File: config.mk
export PLATFORM = sky130hd
export DESIGN_NAME = branch_resolver_flat
export DESIGN_NICKNAME = d
export VERILOG_FILES = /design/src/rtl/branch_resolver_pkg.sv /design/src/rtl/branch_resolver_if.sv /design/src/rtl/branch_resolver_sat_counter.sv /design/src/rtl/branch_resolver.sv /design/src/flat_wrapper.sv
export SDC_FILE = /design/constraint.sdc
export NUM_CORES = 1
export LEC_CHECK = 0
export BUFFER_PORTS_ARGS = -buffer_cell sky130_fd_sc_hd__buf_2
export CAP_MARGIN = 40
export CORE_MARGIN = 4
export CORE_UTILIZATION = 54
export DETAILED_ROUTE_END_ITERATION = 16
export GPL_TIMING_DRIVEN = 0
export PLACE_DENSITY = 0.79
export SLEW_MARGIN = 20
export SYNTH_ARGS = -nofsm -noshare
export SYNTH_HDL_FRONTEND = slang
export SYNTH_SLANG_ARGS = --single-unit
export TNS_END_PERCENT = 1
File: constraint.sdc
create_clock -name CLK -period 2.7 [get_ports CLK]
set_input_delay 0.135 -clock CLK [delete_from_list [all_inputs] [get_ports CLK]]
set_output_delay 0.135 -clock CLK [all_outputs]
set_load 0.02 [all_outputs]
File: src/rtl/branch_resolver_pkg.sv
// Shared types for the branch resolver: per-stage prediction tracking record
// and default widths.
package branch_resolver_pkg;

    localparam int unsigned PCW_DEF  = 32;
    localparam int unsigned IDXW_DEF = 2;
    localparam int unsigned CNTW_DEF = 16;

    typedef struct packed {
        logic                valid;
        logic [PCW_DEF-1:0]  pc;
        logic                pred;
        logic [IDXW_DEF-1:0] idx;
    } bp_track_t;

endpackage

File: src/rtl/branch_resolver_if.sv
// Fetch, MEM-resolve and predictor-update signals between the pipeline and the
// branch resolver.
interface branch_resolver_if #(
    parameter int unsigned PCW  = 32,
    parameter int unsigned IDXW = 2,
    parameter int unsigned CNTW = 16
);
    logic            if_valid;
    logic [PCW-1:0]  if_pc;
    logic            PRresult;
    logic [IDXW-1:0] ifprindex;
    logic            stall;
    logic            mm_isbranch;
    logic            mm_taken;
    logic [PCW-1:0]  mm_target;
    logic            ABtaken;
    logic [IDXW-1:0] mmprindex;
    logic            pr_update;
    logic            mispredict;
    logic [PCW-1:0]  recover_pc;
    logic [CNTW-1:0] branch_cnt;
    logic [CNTW-1:0] mispred_cnt;

    modport master (
        output if_valid, if_pc, PRresult, stall, mm_isbranch, mm_taken, mm_target,
        input  ifprindex, ABtaken, mmprindex, pr_update, mispredict, recover_pc,
               branch_cnt, mispred_cnt
    );

    modport slave (
        input  if_valid, if_pc, PRresult, stall, mm_isbranch, mm_taken, mm_target,
        output ifprindex, ABtaken, mmprindex, pr_update, mispredict, recover_pc,
               branch_cnt, mispred_cnt
    );
endinterface

File: src/rtl/branch_resolver_sat_counter.sv
// Saturating up-counter with synchronous active-low clear.
module sat_counter #(
    parameter int unsigned CNTW = 16
) (
    input  logic            clk_i,
    input  logic            rst_ni,
    input  logic            inc_i,
    output logic [CNTW-1:0] cnt_o
);
    logic [CNTW-1:0] cnt_q, cnt_d;

    always_comb begin
        cnt_d = cnt_q;
        if (inc_i && (cnt_q != '1)) cnt_d = cnt_q + 1'b1;
    end

    always_ff @(posedge clk_i) begin
        if (!rst_ni) cnt_q <= '0;
        else         cnt_q <= cnt_d;
    end

    assign cnt_o = cnt_q;
endmodule

File: src/rtl/branch_resolver.sv
// Carries each fetch's prediction from IF to MEM, resolves it there, drives the
// predictor update and a one-cycle mispredict flush with recovery PC.
module branch_resolver
    import branch_resolver_pkg::*;
#(
    parameter int unsigned PCW  = PCW_DEF,
    parameter int unsigned IDXW = IDXW_DEF,
    parameter int unsigned CNTW = CNTW_DEF
) (
    input logic              CLK,
    input logic              nRST,
    branch_resolver_if.slave br
);
    bp_track_t if_rec;
    bp_track_t id_q, id_d, ex_q, ex_d, mm_q, mm_d;
    logic      done_q, done_d;
    logic      resolve, mispred;

    always_comb begin
        if_rec  = '{valid: br.if_valid, pc: br.if_pc, pred: br.PRresult,
                    idx: br.if_pc[IDXW+1:2]};
        resolve = mm_q.valid & br.mm_isbranch & ~done_q;
        mispred = resolve & (mm_q.pred != br.mm_taken);

        id_d   = id_q;
        ex_d   = ex_q;
        mm_d   = mm_q;
        done_d = done_q;
        if (!br.stall) begin
            id_d   = if_rec;
            ex_d   = id_q;
            mm_d   = ex_q;
            done_d = 1'b0;
        end else if (resolve) begin
            done_d = 1'b1;
        end

        // Flush kills the wrong-path IF/ID/EX contents, including the EX record
        // that would otherwise move into MEM on an unstalled edge.
        if (mispred) begin
            id_d.valid = 1'b0;
            ex_d.valid = 1'b0;
            if (!br.stall) mm_d.valid = 1'b0;
        end
    end

    always_ff @(posedge CLK) begin
        if (!nRST) begin
            id_q   <= '0;
            ex_q   <= '0;
            mm_q   <= '0;
            done_q <= 1'b0;
        end else begin
            id_q   <= id_d;
            ex_q   <= ex_d;
            mm_q   <= mm_d;
            done_q <= done_d;
        end
    end

    assign br.ifprindex  = br.if_pc[IDXW+1:2];
    assign br.ABtaken    = br.mm_taken;
    assign br.mmprindex  = mm_q.idx;
    assign br.pr_update  = resolve;
    assign br.mispredict = mispred;
    assign br.recover_pc = br.mm_taken ? br.mm_target : (mm_q.pc + PCW'(4));

    sat_counter #(.CNTW(CNTW)) u_branch_cnt (
        .clk_i  (CLK),
        .rst_ni (nRST),
        .inc_i  (resolve),
        .cnt_o  (br.branch_cnt)
    );

    sat_counter #(.CNTW(CNTW)) u_mispred_cnt (
        .clk_i  (CLK),
        .rst_ni (nRST),
        .inc_i  (mispred),
        .cnt_o  (br.mispred_cnt)
    );
endmodule

File: src/flat_wrapper.sv
// flat-port wrapper written by rule: the top's interface ports become plain ports
module branch_resolver_flat import branch_resolver_pkg::*;
#(
    parameter int unsigned PCW  = PCW_DEF,
    parameter int unsigned IDXW = IDXW_DEF,
    parameter int unsigned CNTW = CNTW_DEF
)
  (CLK, nRST, br_if_valid, br_if_pc, br_PRresult, br_stall, br_mm_isbranch, br_mm_taken, br_mm_target, br_ifprindex, br_ABtaken, br_mmprindex, br_pr_update, br_mispredict, br_recover_pc, br_branch_cnt, br_mispred_cnt);
  branch_resolver_if #(.PCW(PCW), .IDXW(IDXW), .CNTW(CNTW)) br_i ();
  input logic CLK;
  input logic nRST;
  input wire logic [$bits(br_i.if_valid)-1:0] br_if_valid;
  input wire logic [$bits(br_i.if_pc)-1:0] br_if_pc;
  input wire logic [$bits(br_i.PRresult)-1:0] br_PRresult;
  input wire logic [$bits(br_i.stall)-1:0] br_stall;
  input wire logic [$bits(br_i.mm_isbranch)-1:0] br_mm_isbranch;
  input wire logic [$bits(br_i.mm_taken)-1:0] br_mm_taken;
  input wire logic [$bits(br_i.mm_target)-1:0] br_mm_target;
  output wire logic [$bits(br_i.ifprindex)-1:0] br_ifprindex;
  output wire logic [$bits(br_i.ABtaken)-1:0] br_ABtaken;
  output wire logic [$bits(br_i.mmprindex)-1:0] br_mmprindex;
  output wire logic [$bits(br_i.pr_update)-1:0] br_pr_update;
  output wire logic [$bits(br_i.mispredict)-1:0] br_mispredict;
  output wire logic [$bits(br_i.recover_pc)-1:0] br_recover_pc;
  output wire logic [$bits(br_i.branch_cnt)-1:0] br_branch_cnt;
  output wire logic [$bits(br_i.mispred_cnt)-1:0] br_mispred_cnt;
  assign br_i.if_valid = br_if_valid;
  assign br_i.if_pc = br_if_pc;
  assign br_i.PRresult = br_PRresult;
  assign br_i.stall = br_stall;
  assign br_i.mm_isbranch = br_mm_isbranch;
  assign br_i.mm_taken = br_mm_taken;
  assign br_i.mm_target = br_mm_target;
  assign br_ifprindex = br_i.ifprindex;
  assign br_ABtaken = br_i.ABtaken;
  assign br_mmprindex = br_i.mmprindex;
  assign br_pr_update = br_i.pr_update;
  assign br_mispredict = br_i.mispredict;
  assign br_recover_pc = br_i.recover_pc;
  assign br_branch_cnt = br_i.branch_cnt;
  assign br_mispred_cnt = br_i.mispred_cnt;
  branch_resolver #(.PCW(PCW), .IDXW(IDXW), .CNTW(CNTW)) u_core (.CLK(CLK), .nRST(nRST), .br(br_i));
endmodule
# Word-level counts from Yosys, hierarchy flattened
# Cells that the tools add are included.
op_classes:
  add_sub_neg: 3
  eq_ne: 3
  mux: 4
  bitwise_logic: 5
  n_reduce_logical: 4
op_table:
  columns: ["op", "count"]
  rows:
  - ["2-to-1 mux 36 bit", 1]
  - ["adder 16 x 1 -> 16 bit (second input constant)", 2]
  - ["adder 32 x 3 -> 32 bit (second input constant)", 1]
  - ["2-to-1 mux 32 bit", 1]
  - ["inequality test 16 bit (second input constant)", 2]
  - ["bitwise AND 1 bit", 3]
  - ["logical AND 1 bit", 2]
  - ["2-to-1 mux 1 bit", 2]
  - ["inverter 1 bit", 2]
  - ["AND reduction 2 bit", 1]
  - ["OR reduction 2 bit", 1]
  - ["inequality test 1 bit", 1]
word_totals:
  reg_bits: 141
  in_bits: 71
  output_inout_bits: 71
  wordCells: 34

# Logic depth before layout (Yosys ltp)
logic_depth:
  word_depth: 4
  depth_mapped: 6
  ltp_nobuf: 5

# By module
# A second synthesis with hierarchy kept.
unflattened:
  cells_unflattened: 706
  hier_area_um2: 6557.5
modules_own_cells:
  columns: ["mod", "n_inst", "cells_each", "area_each_um2", "seq_area_each_um2"]
  rows:
  - ["branch_resolver", 1, 512, 4883.4, 2062.0]
  - ["sat_counter", 2, 97, 837.1, 320.3]

# Worst setup path after synthesis
# Ideal clock, no wire load.
synth_path:
  path_type: "reg2out"
  start: "reg u_core.br.mmprindex[0] (netlist name)"
  end: "out br_recover_pc[28]"
  t_arrival_ps: 2217
  slack_ps: 348
  stages_incl_launch_ff: 7
  n_path_buf: 1
  path_cell_list: "dfxtp_1 ha_1 nand4_2 or3_4 buf_6 or4_1 a31oi_1"
synth_lines:
  columns: ["item", "line", "source"]
  rows:
  - ["end: declaration", "flat_wrapper.sv:24", "output wire logic [$bits(br_i.recover_pc)-1:0] br_recover_pc;"]

# Worst setup path in the final report
layout_path:
  start: "reg u_core.mm_q[8] (netlist bit)"
  end: "out br_recover_pc[31]"
layout_between:
  elab_chain_cells: 2
layout_lines:
  columns: ["item", "line", "source"]
  rows:
  - ["start: declaration", "branch_resolver.sv:15", "bp_track_t id_q, id_d, ex_q, ex_d, mm_q, mm_d;"]
  - ["start signal: assignment", "branch_resolver.sv:56", "mm_q <= mm_d;"]
  - ["adder 32 x 3 -> 32 bit", "branch_resolver.sv:66", "assign br.recover_pc = br.mm_taken ? br.mm_target : (mm_q.pc + PCW'(4));"]
  - ["2-to-1 mux 32 bit", "branch_resolver.sv:66", null]
# Every way passes these cells.

==> metrics.md <==
| Metric | Value |
|---|---|
| Root buffer cell | `clkbuf_16` |
| Largest net degree at the start of global routing | `17` |
| DP HPWL | `11860 um` |
| Yosys warning count | `0` |
| Worst path slowest cell | `or4_4` |
| Final period utilization | `98.10%` |
| TritonCTS clock tree | `done` |
| CP Max Fanout | `8` |
| Fmax | `377.5 MHz` |
| Max_cap viols | `0` |
| Met2 wire len | `8664 um` |
| Final min period | `2649 ps` |
| Slew margin rel. | `47.50%` |
| Met3 Wirelength | `871 um` |
| Die Ht | `115.2 um` |
| Antenna-violating nets left | `0` |
| Total track usage | `25.87%` |
| Total count of max-transition violations in the final report | `0` |
| Die width | `115.2 um` |
| Vias | `5940` |
| Lkg Pwr | `3.496 nW` |
| CP Capture Type | `output port` |
| CP Class | `reg -> out` |
| Num rows | `38` |
| Max VDD drop | `0.5100 mV` |
| Met1 WL | `7138 um` |
| Storage cell area | `2738 um^2` |
| Post-route cell area | `8213 um^2` |
| Share of cells above drive strength 1 | `22.99%` |
| CTS Buf Count | `17` |
| Final hold viol count | `0` |
| Critical path's most frequent cell | `buf_4` |
| Final setup TNS | `0 ps` |
| Pre-Repair DR Iteration Count | `5` |
| Routed len/inst | `16.20 um` |
| Final setup vio count | `0` |
| Worst Tran Pin Value | `787.6 ps` |
| Tot Pwr | `5.010 mW` |
| Status | `finished, final reports clean` |
| Startpoint Class | `flip-flop` |
| Diode count | `0` |
| EDFF count, synth | `0` |
| Worst-skew pair later-pin latency | `420 ps` |
| Worst path arrival time | `2510 ps` |
| Critical path origin | `u_core.mm_q[8]$_SDFFE_PN0N_` |
| First-pass GRT wire length | `27630 um` |
| Synth Area per Inst | `8.935 um^2` |
| Sinks on Clock Net | `135` |
| Synth cell types | `48` |
| Syn nets | `769` |
| Clock Path Buffers | `2` |
| DP Area | `7086 um^2` |
| WP data required | `2570 ps` |
| Antenna violations before repair | `0` |
| Reg2Reg Depth | `5` |
| Async S/R FF share, synth | `0%` |
| Placed Instances | `975` |
| Critical Path End | `br_recover_pc[31]` |
| Worst flop-to-flop path endpoint | `u_core.u_branch_cnt.cnt_o[14]$_SDFFE_PN0P_` |
| Fill cell count | `804` |
| Aggregate routed wire length | `17000 um` |
| CP peak stage delay | `510 ps` |
| Reg2reg setup slack | `570 ps` |
| RSZ-0062 raised after global routing | `no` |
| # DRC | `0` |
| Placer Congestion | `0.8868` |
| DRT iter0 DRCs | `469` |
| Multi-input logic area | `3309 um^2` |
| Port-buffer cells | `140` |
| Worst hold path type | `in -> reg` |
| Sequential share of the synthesized area | `43.52%` |
| Area Growth Syn to Fin | `32.26%` |
| GRT Residual Overflow | `0` |
| PD cells | `610.0 nW/um^2` |
| Worst path cell trace | `nand3_4, or4_4, buf_4, or4_1, a31oi_1, buf_4` |
| Cell Area, Synth | `6210 um^2` |
| Cells after Synth | `695` |
| #FFs+latches synth | `135` |
| Fin cells | `1049` |
| Clock slew at reported path FFs | `60 ps` |
| Fin Clk Skew | `5.310 ps` |
| Vias per cell | `5.663` |
| Initial Utilization | `56.30%` |
| Die Area | `13280 um^2` |
| Top_reg_cell synth | `dfxtp_1` |
| Core box area | `11030 um^2` |
| # H-tree levels | `4` |
| RR Startpoint | `u_core.u_branch_cnt.cnt_o[0]$_SDFFE_PN0P_` |
| Uppermost layer routed | `met4` |
| Fin nets | `970` |
| Num ports | `142` |
| Vias in the first global route | `5792` |
[where the power goes]
group / internal, mW / switching [mW] / leakage [nW]
clock: 1.58 / 0.912 / 0.305
sequential: 2.04 / 0.0423 / 1.11
combinational: 0.196 / 0.236 / 2.09
[sequential cells by signal, indices dropped and copies added, names as in the netlist, named ones only]
| name | count |
|---|---|
| u_core.u_branch_cnt.cnt_o | 16 |
| u_core.br.mmprindex | 1 |
| u_core.ex_q | 34 |
| u_core.id_q | 34 |
| u_core.mm_q | 32 |
| u_core.done_q | 1 |
| u_core.u_mispred_cnt.cnt_o | 16 |
[synth_stat cells (2+ instances only)]
| library cell | number | area, um^2 |
|---|---|---|
| a211o_1 | 2 | 17.52 |
| a211oi_1 | 3 | 22.52 |
| a21oi_1 | 19 | 95.09 |
| a311oi_1 | 2 | 17.52 |
| a31oi_1 | 15 | 93.84 |
| and3_1 | 5 | 31.28 |
| and4_1 | 7 | 61.31 |
| buf_1 | 12 | 45.04 |
| buf_4 | 5 | 37.54 |
| buf_6 | 2 | 22.52 |
| clkbuf_1 | 25 | 93.84 |
| dfxtp_1 | 135 | 2703 |
| ha_1 | 3 | 37.54 |
| inv_1 | 10 | 37.54 |
| mux2_2 | 3 | 33.78 |
| mux2i_1 | 107 | 1071 |
| nand2_1 | 49 | 183.9 |
| nand2b_1 | 6 | 37.54 |
| nand3_1 | 18 | 90.09 |
| nand3b_1 | 2 | 15.01 |
| nand4_1 | 13 | 81.33 |
| nand4_2 | 2 | 25.02 |
| nor2_1 | 125 | 469.2 |
| nor3_1 | 6 | 30.03 |
| nor4_1 | 7 | 43.79 |
| nor4b_1 | 2 | 17.52 |
| o211ai_1 | 2 | 15.01 |
| o21ai_0 | 22 | 110.1 |
| o311ai_0 | 2 | 17.52 |
| o31ai_1 | 22 | 165.2 |
| o41ai_1 | 3 | 26.28 |
| or3_1 | 6 | 37.54 |
| or4_1 | 25 | 187.7 |
| xnor2_1 | 12 | 105.1 |
| xor2_1 | 3 | 26.28 |
[per-layer routing]
metal	vias up	GRT usage [%]
li1	2923	-
met3	25	5.263
met2	184	44.79
met4	0	9.937
met5	-	0
met1	2808	31.62
[how the worst min path moves through the flow]
stage,start,endpoint,slack (ps),cells after the start
finish,nRST,u_core.u_mispred_cnt.cnt_o[9]$_SDFFE_PN0P_,40,3
global route,nRST,u_core.u_mispred_cnt.cnt_o[9]$_SDFFE_PN0P_,20,3
CTS,nRST,u_core.u_mispred_cnt.cnt_o[9]$_SDFFE_PN0P_,10,3
detailed placement,br_if_pc[0],u_core.id_q[3]$_SDFFE_PN0N_,370,3
global placement,br_if_pc[8],u_core.id_q[11]$_SDFFE_PN0N_,370,3
floorplan,br_mm_isbranch,u_core.done_q$_SDFFE_PN0P_,280,2
[what timing repair did]
item                       in CTS  in global routing
pin swaps                       4                  5
resized for setup              24                  7
hold endpoints to repair       35                  0
cloned                          0                  0
setup buffers                   4                  4
hold buffers                   35                  0
setup endpoints to repair      12                  9
[metrics by stage]
step           utilization [%]  setup WS [ps]  hold WS [ps]
6_report                 74.46          51.32         35.03
5_1_grt                  74.46          2.199         23.97
2_1_floorplan                -          348.0         277.1
3_3_place_gp             64.24          135.4         365.8
4_1_cts                  74.02          1.387         10.58
3_5_place_dp             64.24          97.66         373.6
[placed cells by master (no fill, tap or decap), drive strengths merged, types with 3 or more instances in the layout]
| cell | netlist | routed |
|---|---|---|
| buf | 20 | 167 |
| dfxtp | 135 | 135 |
| nor2 | 125 | 125 |
| mux2i | 107 | 107 |
| nand2 | 49 | 49 |
| clkbuf | 25 | 44 |
| dlygate4sd3 | 0 | 35 |
| or4 | 25 | 25 |
| o31ai | 22 | 22 |
| o21ai | 22 | 22 |
| a21oi | 19 | 19 |
| nand3 | 19 | 19 |
| a31oi | 15 | 15 |
| nand4 | 15 | 15 |
| inv | 10 | 13 |
| xnor2 | 12 | 12 |
| and4 | 7 | 7 |
| nor4 | 7 | 7 |
| or3 | 7 | 7 |
| nor3 | 6 | 6 |
| nand2b | 6 | 6 |
| and3 | 5 | 5 |
| clkinv | 1 | 5 |
| bufinv | 0 | 4 |
| xor2 | 3 | 3 |
| mux2 | 3 | 3 |
| o41ai | 3 | 3 |
| a211oi | 3 | 3 |
| ha | 3 | 3 |
[logic make-up after synthesis]
group                    Yosys count  share of synthesized area [%]
AND/OR/NAND/NOR                  279                          21.96
flip-flops                       135                          43.52
multiplexers                     110                          17.79
AO/OA/AOI/OAI                     97                          10.05
buffers and inverters             56                          3.949
XOR/XNOR                          15                          2.116
adder cells (fa/ha/maj)            3                         0.6045
[area by class of cell]
type	instances	area share [%]
inverters	11	0.5027
multi-input cells	504	40.30
plain buffers	44	2.377
clock buffers	19	5.393
clock inverters	13	2.346
repair buffers	183	13.62
flip-flops and latches	135	33.33
well taps	140	2.133
[critical path, delay by kind of cell (launching register included)]
family / cells / cell delay (ps)
AND/OR/NAND/NOR: 3 / 1110
AO/OA/AOI/OAI: 1 / 210
flip-flops: 1 / 420
buffers and inverters: 2 / 350
Note: power is estimated with default switching activity, not from simulation.
